<file path="config.mk">
export PLATFORM = sky130hd
export DESIGN_NAME = voice_allocator_flat
export DESIGN_NICKNAME = d
export VERILOG_FILES = /design/src/rtl/voice_allocator_if.sv /design/src/rtl/voice_allocator.sv /design/src/flat_wrapper.sv
export SDC_FILE = /design/constraint.sdc
export NUM_CORES = 1
export LEC_CHECK = 0
export BUFFER_PORTS_ARGS = -buffer_cell sky130_fd_sc_hd__buf_2
export CAP_MARGIN = 20
export CORE_ASPECT_RATIO = 1.25
export CORE_UTILIZATION = 55
export CTS_CLUSTER_SIZE = 20
export DETAILED_ROUTE_END_ITERATION = 12
export GPL_ROUTABILITY_DRIVEN = 0
export PLACE_DENSITY = 0.79
export SETUP_SLACK_MARGIN = 0.5
export SLEW_MARGIN = 40
export SYNTH_ARGS = -nofsm -noshare
export SYNTH_HDL_FRONTEND = slang
export SYNTH_SLANG_ARGS = --single-unit
</file>
<file path="constraint.sdc">
create_clock -name clk -period 3.8 [get_ports clk]
set_input_delay 0.76 -clock clk [delete_from_list [all_inputs] [get_ports clk]]
set_output_delay 0.76 -clock clk [all_outputs]
set_load 0.1 [all_outputs]
</file>
<file path="src/rtl/voice_allocator_if.sv">
// -----------------------------------------------------------------------------
// voice_allocator_if
//
// Note-event handshake between the keyboard event source and the voice
// allocator. One event is transferred on a cycle where ev_valid and
// ev_ready are both high.
//
//   ev_valid  source -> allocator  note event present
//   ev_ready  allocator -> source  allocator can accept an event
//   ev_on     source -> allocator  1 = note-on, 0 = note-off
//   ev_note   source -> allocator  note identifier (NOTE_W bits)
//   ev_freq   source -> allocator  frequency word for note-on (FREQ_W bits)
//
// Modports: master = event source, slave = allocator.
// -----------------------------------------------------------------------------
interface voice_allocator_if #(
    parameter int NOTE_W = 8,
    parameter int FREQ_W = 32
);
    logic              ev_valid;
    logic              ev_ready;
    logic              ev_on;
    logic [NOTE_W-1:0] ev_note;
    logic [FREQ_W-1:0] ev_freq;

    modport master (
        output ev_valid,
        output ev_on,
        output ev_note,
        output ev_freq,
        input  ev_ready
    );

    modport slave (
        input  ev_valid,
        input  ev_on,
        input  ev_note,
        input  ev_freq,
        output ev_ready
    );
endinterface

</file>
<file path="src/rtl/voice_allocator.sv">
// -----------------------------------------------------------------------------
// voice_allocator
//
// Polyphonic note-to-voice allocator with per-voice linear attack/release
// envelopes. Accepts one note event at a time, scans every voice slot (one
// per cycle) to pick a target, then writes that slot in a single commit
// cycle. An independent envelope engine steps every voice on each tick.
//
// Ports:
//   clk            system clock
//   reset_n        asynchronous active-low reset
//   ev             note-event handshake (voice_allocator_if.slave)
//   tick           single-cycle envelope update strobe
//   frequencies    per-voice frequency words, voice i at [i*FREQ_W +: FREQ_W]
//   voice_volumes  per-voice volumes, voice i at [i*VOL_W +: VOL_W]
//   active         bit i set while voice i is not OFF
// -----------------------------------------------------------------------------
module voice_allocator #(
    parameter int               NUM_VOICES   = 8,
    parameter int               NOTE_W       = 8,
    parameter int               FREQ_W       = 32,
    parameter int               VOL_W        = 16,
    parameter logic [VOL_W-1:0] VOL_MAX      = 16'hFFFF,
    parameter logic [VOL_W-1:0] ATTACK_STEP  = 16'h1000,
    parameter logic [VOL_W-1:0] RELEASE_STEP = 16'h0800
) (
    input  logic                         clk,
    input  logic                         reset_n,
    voice_allocator_if.slave             ev,
    input  logic                         tick,
    output logic [NUM_VOICES*FREQ_W-1:0] frequencies,
    output logic [NUM_VOICES*VOL_W-1:0]  voice_volumes,
    output logic [NUM_VOICES-1:0]        active
);

    localparam int               IDX_W    = $clog2(NUM_VOICES);
    localparam logic [IDX_W-1:0] LAST_IDX = IDX_W'(NUM_VOICES - 1);

    typedef enum logic [1:0] {
        S_IDLE   = 2'd0,
        S_SCAN   = 2'd1,
        S_COMMIT = 2'd2
    } fsm_t;

    typedef enum logic [1:0] {
        V_OFF     = 2'd0,
        V_ATTACK  = 2'd1,
        V_SUSTAIN = 2'd2,
        V_RELEASE = 2'd3
    } vstate_t;

    // Saturating envelope arithmetic, done one bit wider than the volume.
    function automatic logic [VOL_W-1:0] sat_attack(input logic [VOL_W-1:0] vol);
        logic [VOL_W:0] sum;
        sum = {1'b0, vol} + {1'b0, ATTACK_STEP};
        if (sum > {1'b0, VOL_MAX})
            return VOL_MAX;
        return sum[VOL_W-1:0];
    endfunction

    function automatic logic [VOL_W-1:0] sat_release(input logic [VOL_W-1:0] vol);
        logic [VOL_W:0] diff;
        diff = {1'b0, vol} - {1'b0, RELEASE_STEP};
        // Borrow out of the top bit means the subtraction went below zero.
        if (diff[VOL_W])
            return '0;
        return diff[VOL_W-1:0];
    endfunction

    // Control state
    fsm_t              r_state;
    fsm_t              w_state_nxt;
    logic [IDX_W-1:0]  r_scan_idx;
    logic              r_ev_on;
    logic [NOTE_W-1:0] r_ev_note;
    logic [FREQ_W-1:0] r_ev_freq;
    logic              r_hit_found;
    logic [IDX_W-1:0]  r_hit_idx;
    logic              r_off_found;
    logic [IDX_W-1:0]  r_off_idx;
    logic              r_rel_found;
    logic [IDX_W-1:0]  r_rel_idx;
    logic [IDX_W-1:0]  r_steal_ptr;
    logic              w_accept;

    // Per-voice state
    vstate_t           r_vstate [NUM_VOICES];
    logic [NOTE_W-1:0] r_note   [NUM_VOICES];
    logic [FREQ_W-1:0] r_freq   [NUM_VOICES];
    logic [VOL_W-1:0]  r_vol    [NUM_VOICES];
    logic [NUM_VOICES-1:0] r_active;

    vstate_t           w_vstate_nxt [NUM_VOICES];
    logic [NOTE_W-1:0] w_note_nxt   [NUM_VOICES];
    logic [FREQ_W-1:0] w_freq_nxt   [NUM_VOICES];
    logic [VOL_W-1:0]  w_vol_nxt    [NUM_VOICES];

    // Commit decision
    logic              w_wr_en;
    logic [IDX_W-1:0]  w_wr_idx;
    logic              w_wr_fresh;
    logic              w_wr_retrig;
    logic              w_wr_release;
    logic              w_steal;

    assign w_accept    = (r_state == S_IDLE) && ev.ev_valid;
    assign ev.ev_ready = (r_state == S_IDLE);

    // ---- Control FSM: state register ----
    always_ff @(posedge clk or negedge reset_n) begin
        if (!reset_n)
            r_state <= S_IDLE;
        else
            r_state <= w_state_nxt;
    end

    always_comb begin
        w_state_nxt = r_state;
        case (r_state)
            S_IDLE:   if (ev.ev_valid) w_state_nxt = S_SCAN;
            S_SCAN:   if (r_scan_idx == LAST_IDX) w_state_nxt = S_COMMIT;
            S_COMMIT: w_state_nxt = S_IDLE;
            default:  w_state_nxt = S_IDLE;
        endcase
    end

    // ---- Event latch and scan: one voice examined per SCAN cycle ----
    // Voices are visited in ascending order, so the first candidate of each
    // kind that is recorded is the lowest-index one.
    always_ff @(posedge clk or negedge reset_n) begin
        if (!reset_n) begin
            r_scan_idx  <= '0;
            r_ev_on     <= 1'b0;
            r_ev_note   <= '0;
            r_ev_freq   <= '0;
            r_hit_found <= 1'b0;
            r_hit_idx   <= '0;
            r_off_found <= 1'b0;
            r_off_idx   <= '0;
            r_rel_found <= 1'b0;
            r_rel_idx   <= '0;
            r_steal_ptr <= '0;
        end else begin
            if (w_accept) begin
                r_scan_idx  <= '0;
                r_ev_on     <= ev.ev_on;
                r_ev_note   <= ev.ev_note;
                r_ev_freq   <= ev.ev_freq;
                r_hit_found <= 1'b0;
                r_off_found <= 1'b0;
                r_rel_found <= 1'b0;
            end
            if (r_state == S_SCAN) begin
                r_scan_idx <= r_scan_idx + IDX_W'(1);
                if (!r_hit_found && r_note[r_scan_idx] == r_ev_note &&
                    (r_vstate[r_scan_idx] == V_ATTACK ||
                     r_vstate[r_scan_idx] == V_SUSTAIN)) begin
                    r_hit_found <= 1'b1;
                    r_hit_idx   <= r_scan_idx;
                end
                if (!r_off_found && r_vstate[r_scan_idx] == V_OFF) begin
                    r_off_found <= 1'b1;
                    r_off_idx   <= r_scan_idx;
                end
                if (!r_rel_found && r_vstate[r_scan_idx] == V_RELEASE) begin
                    r_rel_found <= 1'b1;
                    r_rel_idx   <= r_scan_idx;
                end
            end
            if (w_steal) begin
                if (r_steal_ptr == LAST_IDX)
                    r_steal_ptr <= '0;
                else
                    r_steal_ptr <= r_steal_ptr + IDX_W'(1);
            end
        end
    end

    // ---- Commit: pick the target voice from the scan results ----
    always_comb begin
        w_wr_en      = 1'b0;
        w_wr_idx     = '0;
        w_wr_fresh   = 1'b0;
        w_wr_retrig  = 1'b0;
        w_wr_release = 1'b0;
        w_steal      = 1'b0;
        if (r_state == S_COMMIT) begin
            if (r_ev_on) begin
                w_wr_en = 1'b1;
                if (r_hit_found) begin
                    w_wr_idx    = r_hit_idx;
                    w_wr_retrig = 1'b1;
                end else if (r_off_found) begin
                    w_wr_idx   = r_off_idx;
                    w_wr_fresh = 1'b1;
                end else if (r_rel_found) begin
                    w_wr_idx   = r_rel_idx;
                    w_wr_fresh = 1'b1;
                end else begin
                    w_wr_idx   = r_steal_ptr;
                    w_wr_fresh = 1'b1;
                    w_steal    = 1'b1;
                end
            end else if (r_hit_found) begin
                // Note-off with no sounding match is simply dropped.
                w_wr_en      = 1'b1;
                w_wr_idx     = r_hit_idx;
                w_wr_release = 1'b1;
            end
        end
    end

    // ---- Voice next-state: commit write wins over the envelope step ----
    always_comb begin
        for (int i = 0; i < NUM_VOICES; i++) begin
            w_vstate_nxt[i] = r_vstate[i];
            w_note_nxt[i]   = r_note[i];
            w_freq_nxt[i]   = r_freq[i];
            w_vol_nxt[i]    = r_vol[i];
            if (w_wr_en && w_wr_idx == IDX_W'(i)) begin
                if (w_wr_fresh) begin
                    w_note_nxt[i]   = r_ev_note;
                    w_freq_nxt[i]   = r_ev_freq;
                    w_vol_nxt[i]    = '0;
                    w_vstate_nxt[i] = V_ATTACK;
                end
                if (w_wr_retrig) begin
                    w_freq_nxt[i]   = r_ev_freq;
                    w_vstate_nxt[i] = V_ATTACK;
                end
                if (w_wr_release)
                    w_vstate_nxt[i] = V_RELEASE;
            end else if (tick) begin
                case (r_vstate[i])
                    V_ATTACK: begin
                        w_vol_nxt[i] = sat_attack(r_vol[i]);
                        if (w_vol_nxt[i] == VOL_MAX)
                            w_vstate_nxt[i] = V_SUSTAIN;
                    end
                    V_RELEASE: begin
                        w_vol_nxt[i] = sat_release(r_vol[i]);
                        if (w_vol_nxt[i] == '0)
                            w_vstate_nxt[i] = V_OFF;
                    end
                    default: ;
                endcase
            end
        end
    end

    // ---- Voice registers ----
    always_ff @(posedge clk or negedge reset_n) begin
        if (!reset_n) begin
            for (int i = 0; i < NUM_VOICES; i++) begin
                r_vstate[i] <= V_OFF;
                r_note[i]   <= '0;
                r_freq[i]   <= '0;
                r_vol[i]    <= '0;
            end
            r_active <= '0;
        end else begin
            for (int i = 0; i < NUM_VOICES; i++) begin
                r_vstate[i] <= w_vstate_nxt[i];
                r_note[i]   <= w_note_nxt[i];
                r_freq[i]   <= w_freq_nxt[i];
                r_vol[i]    <= w_vol_nxt[i];
                // Registered alongside the state so it changes on the same edge.
                r_active[i] <= (w_vstate_nxt[i] != V_OFF);
            end
        end
    end

    always_comb begin
        frequencies   = '0;
        voice_volumes = '0;
        for (int i = 0; i < NUM_VOICES; i++) begin
            frequencies[i*FREQ_W +: FREQ_W] = r_freq[i];
            voice_volumes[i*VOL_W +: VOL_W] = r_vol[i];
        end
    end

    assign active = r_active;

endmodule

</file>
<file path="src/flat_wrapper.sv">
// flat-port wrapper written by rule: the top's interface ports become plain ports
module voice_allocator_flat 
#(
    parameter int               NUM_VOICES   = 8,
    parameter int               NOTE_W       = 8,
    parameter int               FREQ_W       = 32,
    parameter int               VOL_W        = 16,
    parameter logic [VOL_W-1:0] VOL_MAX      = 16'hFFFF,
    parameter logic [VOL_W-1:0] ATTACK_STEP  = 16'h1000,
    parameter logic [VOL_W-1:0] RELEASE_STEP = 16'h0800
)
  (clk, reset_n, tick, frequencies, voice_volumes, active, ev_ev_valid, ev_ev_on, ev_ev_note, ev_ev_freq, ev_ev_ready);
  voice_allocator_if #(.NOTE_W(NOTE_W), .FREQ_W(FREQ_W)) ev_i ();
  input  logic clk;
  input  logic reset_n;
  input  logic tick;
  output logic [NUM_VOICES*FREQ_W-1:0] frequencies;
  output logic [NUM_VOICES*VOL_W-1:0] voice_volumes;
  output logic [NUM_VOICES-1:0] active;
  input wire logic [$bits(ev_i.ev_valid)-1:0] ev_ev_valid;
  input wire logic [$bits(ev_i.ev_on)-1:0] ev_ev_on;
  input wire logic [$bits(ev_i.ev_note)-1:0] ev_ev_note;
  input wire logic [$bits(ev_i.ev_freq)-1:0] ev_ev_freq;
  output wire logic [$bits(ev_i.ev_ready)-1:0] ev_ev_ready;
  assign ev_i.ev_valid = ev_ev_valid;
  assign ev_i.ev_on = ev_ev_on;
  assign ev_i.ev_note = ev_ev_note;
  assign ev_i.ev_freq = ev_ev_freq;
  assign ev_ev_ready = ev_i.ev_ready;
  voice_allocator #(.NUM_VOICES(NUM_VOICES), .NOTE_W(NOTE_W), .FREQ_W(FREQ_W), .VOL_W(VOL_W), .VOL_MAX(VOL_MAX), .ATTACK_STEP(ATTACK_STEP), .RELEASE_STEP(RELEASE_STEP)) u_core (.clk(clk), .reset_n(reset_n), .ev(ev_i), .tick(tick), .frequencies(frequencies), .voice_volumes(voice_volumes), .active(active));
endmodule
</file>
# Word level (Yosys, flattened, before mapping)
# Cells that the tools add are included.
# totals
reg_bits,533
latch_bits,0
mem_bits_rw,0
rom_bits,0
in_bits,45
output_inout_bits,393
wordCells,481
memories,0
# classes
add_sub_neg,18
multipliers,0
div_mod_pow,0
order_cmp,9
n_eq_ne,49
shifts,0
n_mux,277
bitwise,1
reduce_logical,82
# op_table
op,count
$mux 16,97
$pmux 16 s2,8
$add 16x13->17 const B,8
$gt 17x16->1 const B,8
$sub 16x12->17 const B,8
$eq 16x16->1 const B,8
$logic_not 16->1,8
$mux 2,60
$mux 1,88
$mux 32,2
$reduce_and 2->1,20
$pmux 2 s2,9
$reduce_bool 2->1,18
$mux 3,9
$bmux 8 s3,1
$reduce_and 3->1,8
$reduce_bool 3->1,8
$eq 2x2->1 const B,11
$eq 2x1->1 const B,10
$eq 3x3->1 const B,6
$ne 2x1->1 const B,9
$mux 8,2
$logic_and 1x1->1,13
$eq 8x8->1,1
11 further kinds,16

# Logic depth before layout (Yosys ltp)
# depth
ltp_word,18
depth_mapped,10
mapped_depth_nobuf,8

# Worst setup path after synthesis
# No wires, ideal clock.
# synth_path
path_type,reg2reg
from,"register u_core.r_vol, in the netlist u_core.voice_volumes[92]"
to,"register u_core.r_vol, in the netlist u_core.voice_volumes[85]"
setup_time_ps,67
arrival_time_ps,3227
required_time_ps,3733
path_slack_ps,506
stages_incl_launch_ff,10
n_path_buf,1
period_less_slack_ps,3294
cell_sequence,dfrtp_1 > inv_1 > ha_1 > nand4_1 > or4_1 > o31ai_1 > nand2_1 > nor3_1 > clkbuf_1 > a21o_1
# synth_between
elab_chain_len,13
word_cells_on_any_way,22
classes_between,2 x add/sub; 1 x order compare; 19 x mux
# synth_rtl
element,line_no,source
from (decl),voice_allocator.sv:90,logic [VOL_W-1:0] r_vol [NUM_VOICES];
"from (signal, indexed assignment)",voice_allocator.sv:266,r_vol[i] <= w_vol_nxt[i];
$add 16x13->17,voice_allocator.sv:55,"sum = {1'b0, vol} + {1'b0, ATTACK_STEP};"
$gt 17x16->1,voice_allocator.sv:56,"if (sum > {1'b0, VOL_MAX})"
$mux 1,voice_allocator.sv:56,
$mux 1,voice_allocator.sv:234,case (r_vstate[i])
$mux 1,voice_allocator.sv:233,end else if (tick) begin
$mux 1,voice_allocator.sv:220,if (w_wr_en && w_wr_idx == IDX_W'(i)) begin
$mux 16,voice_allocator.sv:58,return sum[VOL_W-1:0];
$mux 16,voice_allocator.sv:234,
$mux 16,voice_allocator.sv:233,
$mux 16,voice_allocator.sv:220,
$pmux 16 s2 (*),voice_allocator.sv:234,
$mux 16 (*),voice_allocator.sv:233,
$mux 16 (*),voice_allocator.sv:220,
# Mark *: on every way between the ends. The rest lies on a longest branch, timed or not. The select of a mux whose other input is x is not followed.
# A chain may end at the register's enable or synchronous reset.

# Worst setup path in the final report
# layout_path
from,register u_core.r_hit_found
to,"register u_core.r_vol, in the netlist u_core.voice_volumes[84]"
# layout_between
elab_chain_len,7
word_cells_on_any_way,17
classes_between,2 x eq/ne; 11 x mux; 4 x reduce/logical
# layout_rtl
element,line_no,source
from (decl),voice_allocator.sv:77,logic r_hit_found;
from (signal assigned),voice_allocator.sv:136,r_hit_found <= 1'b0;
from (signal assigned),voice_allocator.sv:149,r_hit_found <= 1'b0;
from (signal assigned),voice_allocator.sv:158,r_hit_found <= 1'b1;
"$mux 3, on equally long branches","voice_allocator.sv:204, voice_allocator.sv:190",
$mux 3,voice_allocator.sv:188,if (r_ev_on) begin
$mux 3,voice_allocator.sv:187,if (r_state == S_COMMIT) begin
$eq 3x3->1,voice_allocator.sv:220,
$logic_and 1x1->1,voice_allocator.sv:220,
"$ne 2x1->1 (no line), or another cell as far along",-,
$reduce_and 3->1 (no line),-,
# Parallel ways exist; a longest one is shown, timed or not.

==> out/results.ini <==
[sta]
tightest_slew_ns=0.844
period_needed_ns=3.15
rsz0062_at_grt=no
fin_crit_sh=0.830
fmax_mhz=317
relSlewSlack=0.430
drv_slew=0
final.setup_skew_ns=0.0213
setup_viol=0
hold_viol=0
fin_tns_setup_ns=0

[power]
power_mw=24.8
pwr_density_cell_nw_per_um2=854
ir_worst_vdd_mv=1.08
total_leakage_power_nw=15.8

[die]
fp.dieArea_um2=45200
fp-row-count=85
core_region_area_um2=43400
initial_core_util=0.562
die_x_um=190
io_pins=438
die_y_um=237

[synth]
yosys_warnings=0
synth-main-ff-cell=dfrtp_1
netlist_top_cells_area=dfrtp_1 55%, mux2_2 10%, mux2_1 4.5%
synth_seq_cells=533
async_flop_share=1.00
syn_area_um2=24400
yosys.area.top_type_share=0.547
seq_area_frac_synth=0.547
synth_nets=2103
ys_types=86
avgSynthCellArea_um2=12.2
synth_area_leader_cell=dfrtp_1
synth_edf_count=0
synthCells=2004

[global_route]
grt_pass1_wl_mm=107
grt_pass1_vias=18900
grt.total_usage=0.303
overflow=0
grt_max_degree=90
antenna_found_initial=0

[worst_setup_path]
criticalPathCategory=reg2reg
cp_max_fo=17
crit_path_end_kind=flip-flop
required_ns=4.28
startpoint_type=flip-flop
worstPathArrival_ns=3.64

[final_layout]
drive_gt1_frac=0.338
layout_commonest_cell=dfrtp_1
post-route-util=0.669
finalNonFillerCells=3031
layout_common_cells=532 x dfrtp_1, 436 x buf_2, 242 x nand2_1
synthToLayoutAreaGrowth_pct=19.0
final_nets=2525
design_area_um2=29000

[cts]
cts_root_buf=clkbuf_16
cts_tree=yes
clock_path_buffers=3
path_clk_slew_ns=0.07
cts_buffers=52
clkLatencyLatePin_ns=0.60
cts_max_level=2
cts.sinks=533
cts_hold_buffers=0

[flow_run]
cap_violations=0

[routing]
topRoutingLayerUsed=met4
met1_length_mm=25.6
vias_per_cell=5.99
drc=0
met3_length_mm=5.73
detail-route-antenna-nets=0
drtPass1Iterations=6
dr.first_iter.drc_count=1189
drt_wl_total_mm=68.1
routed-via-count=18200
drt-wirelength-per-cell_um=22.5
wl_met2_mm=34.2

[worst_hold_path]
hold_class=in2async

[placed_design]
dp_hpwl_mm=48.0
port_buffers=437
place_inst=2935
place_area_um2=27200

[run_status]
status=finished, final reports clean

-- stage by stage --
step | hold slack [ns] | setup WS (ns)
after floorplan | 0.441 | 0.506
final | 0.0129 | 0.646
after detailed placement | 0.463 | 0.532
after CTS | 0.218 | 0.520
after global routing | 0.00213 | 0.509
after global placement | 0.453 | 0.698
-- final cells by class --
| class | count | area, um^2 |
|---|---|---|
| flip-flops and latches | 533 | 13300 |
| well taps | 565 | 707 |
| diodes | 1 | 2.50 |
| repair buffers | 476 | 2580 |
| multi-input cells | 1322 | 10400 |
| clock inverters | 17 | 305 |
| fillers | 3154 | 14400 |
| inverters | 41 | 154 |
| clock buffers | 76 | 1500 |
-- cells by family after synthesis --
family                     count (synthesis)  synth area share
AOI/OAI and AO/OA                        356             0.107
xor gates and xnor gates                  35            0.0126
and+or+nand+nor                          520             0.109
muxes                                    357             0.170
adders and majority gates                 54            0.0277
DFF                                      533             0.547
buffers and inverters                    149            0.0273
-- what timing repair did --
action / in CTS / in global routing
endpoints found under the setup margin: 0 / 123
resized for setup: 0 / 1
buffers inserted: 0 / 0
hold endpoints to repair: 0 / 0
-- power breakdown --
| part | internal (mW) | switching, mW | total [mW] | leakage, nW |
|---|---|---|---|---|
| logic | 2.43 | 8.31 | 10.7 | 7.78 |
| registers | 6.76 | 1.80 | 8.55 | 7.18 |
| clock network | 3.28 | 2.20 | 5.47 | 0.880 |
-- layer usage --
metal | up-vias | global-route usage
met3 | 164 | 0.0828
met2 | 759 | 0.517
met4 | 0 | 0.119
met1 | 9168 | 0.362
met5 | - | 0
li1 | 8060 | -
-- registers in the layout, summed over array words and instances, names as in the netlist, 2 cells and up --
register              flops
u_core.frequencies      256
u_core.active             8
u_core.r_hit_idx          3
u_core.r_off_idx          3
u_core.r_rel_idx          3
u_core.r_vstate          16
u_core.r_scan_idx         3
u_core.r_note            64
u_core.r_steal_ptr        3
u_core.r_state            2
u_core.r_ev_note          8
u_core.r_ev_freq         32
u_core.voice_volumes    128
-- final timing paths --
check,start,end,slack [ns],depth (start not counted)
min in group clk,ev_ev_freq[29],u_core.r_ev_freq[29],0.35,3
setup reg to reg,u_core.r_hit_found,u_core.voice_volumes[84],0.65,6
max in group asynchronous,reset_n,u_core.r_ev_freq[3],2.68,3
hold / removal,reset_n,u_core.voice_volumes[104],0.01,1
setup / recovery,u_core.r_hit_found,u_core.voice_volumes[84],0.65,6
hold reg to reg,u_core.r_note[29],u_core.r_note[29],0.48,2
-- critical path, stage by stage (launching register included) --
cell,delay (ns)
dfrtp_2,0.55
or3b_4,0.47
o221a_1,0.45
nor4_4,0.56
and2_1,0.53
a31oi_2,0.20
a21o_1,0.28
-- Yosys cell counts, drive strengths merged (5+ instances only) --
library cell	n
a211oi	13
mux4	12
a21boi	8
nor2	59
a21o	98
nand4	31
nand3	33
nor3b	17
xor2	14
o22a	6
and2	21
a2111oi	6
a311oi	5
o21ai	64
a41oi	8
dfrtp	533
and3	13
nor4	23
ha	54
a31oi	12
or4	7
mux2i	24
mux2	321
o22ai	10
a32o	15
buf	48
xnor2	21
nand2b	14
a22oi	14
nand2	246
o31ai	10
o21a	6
nand4b	6
a21oi	38
inv	40
clkbuf	60
nor3	19
nor2b	10
Note: power is estimated with default switching activity, not from simulation.
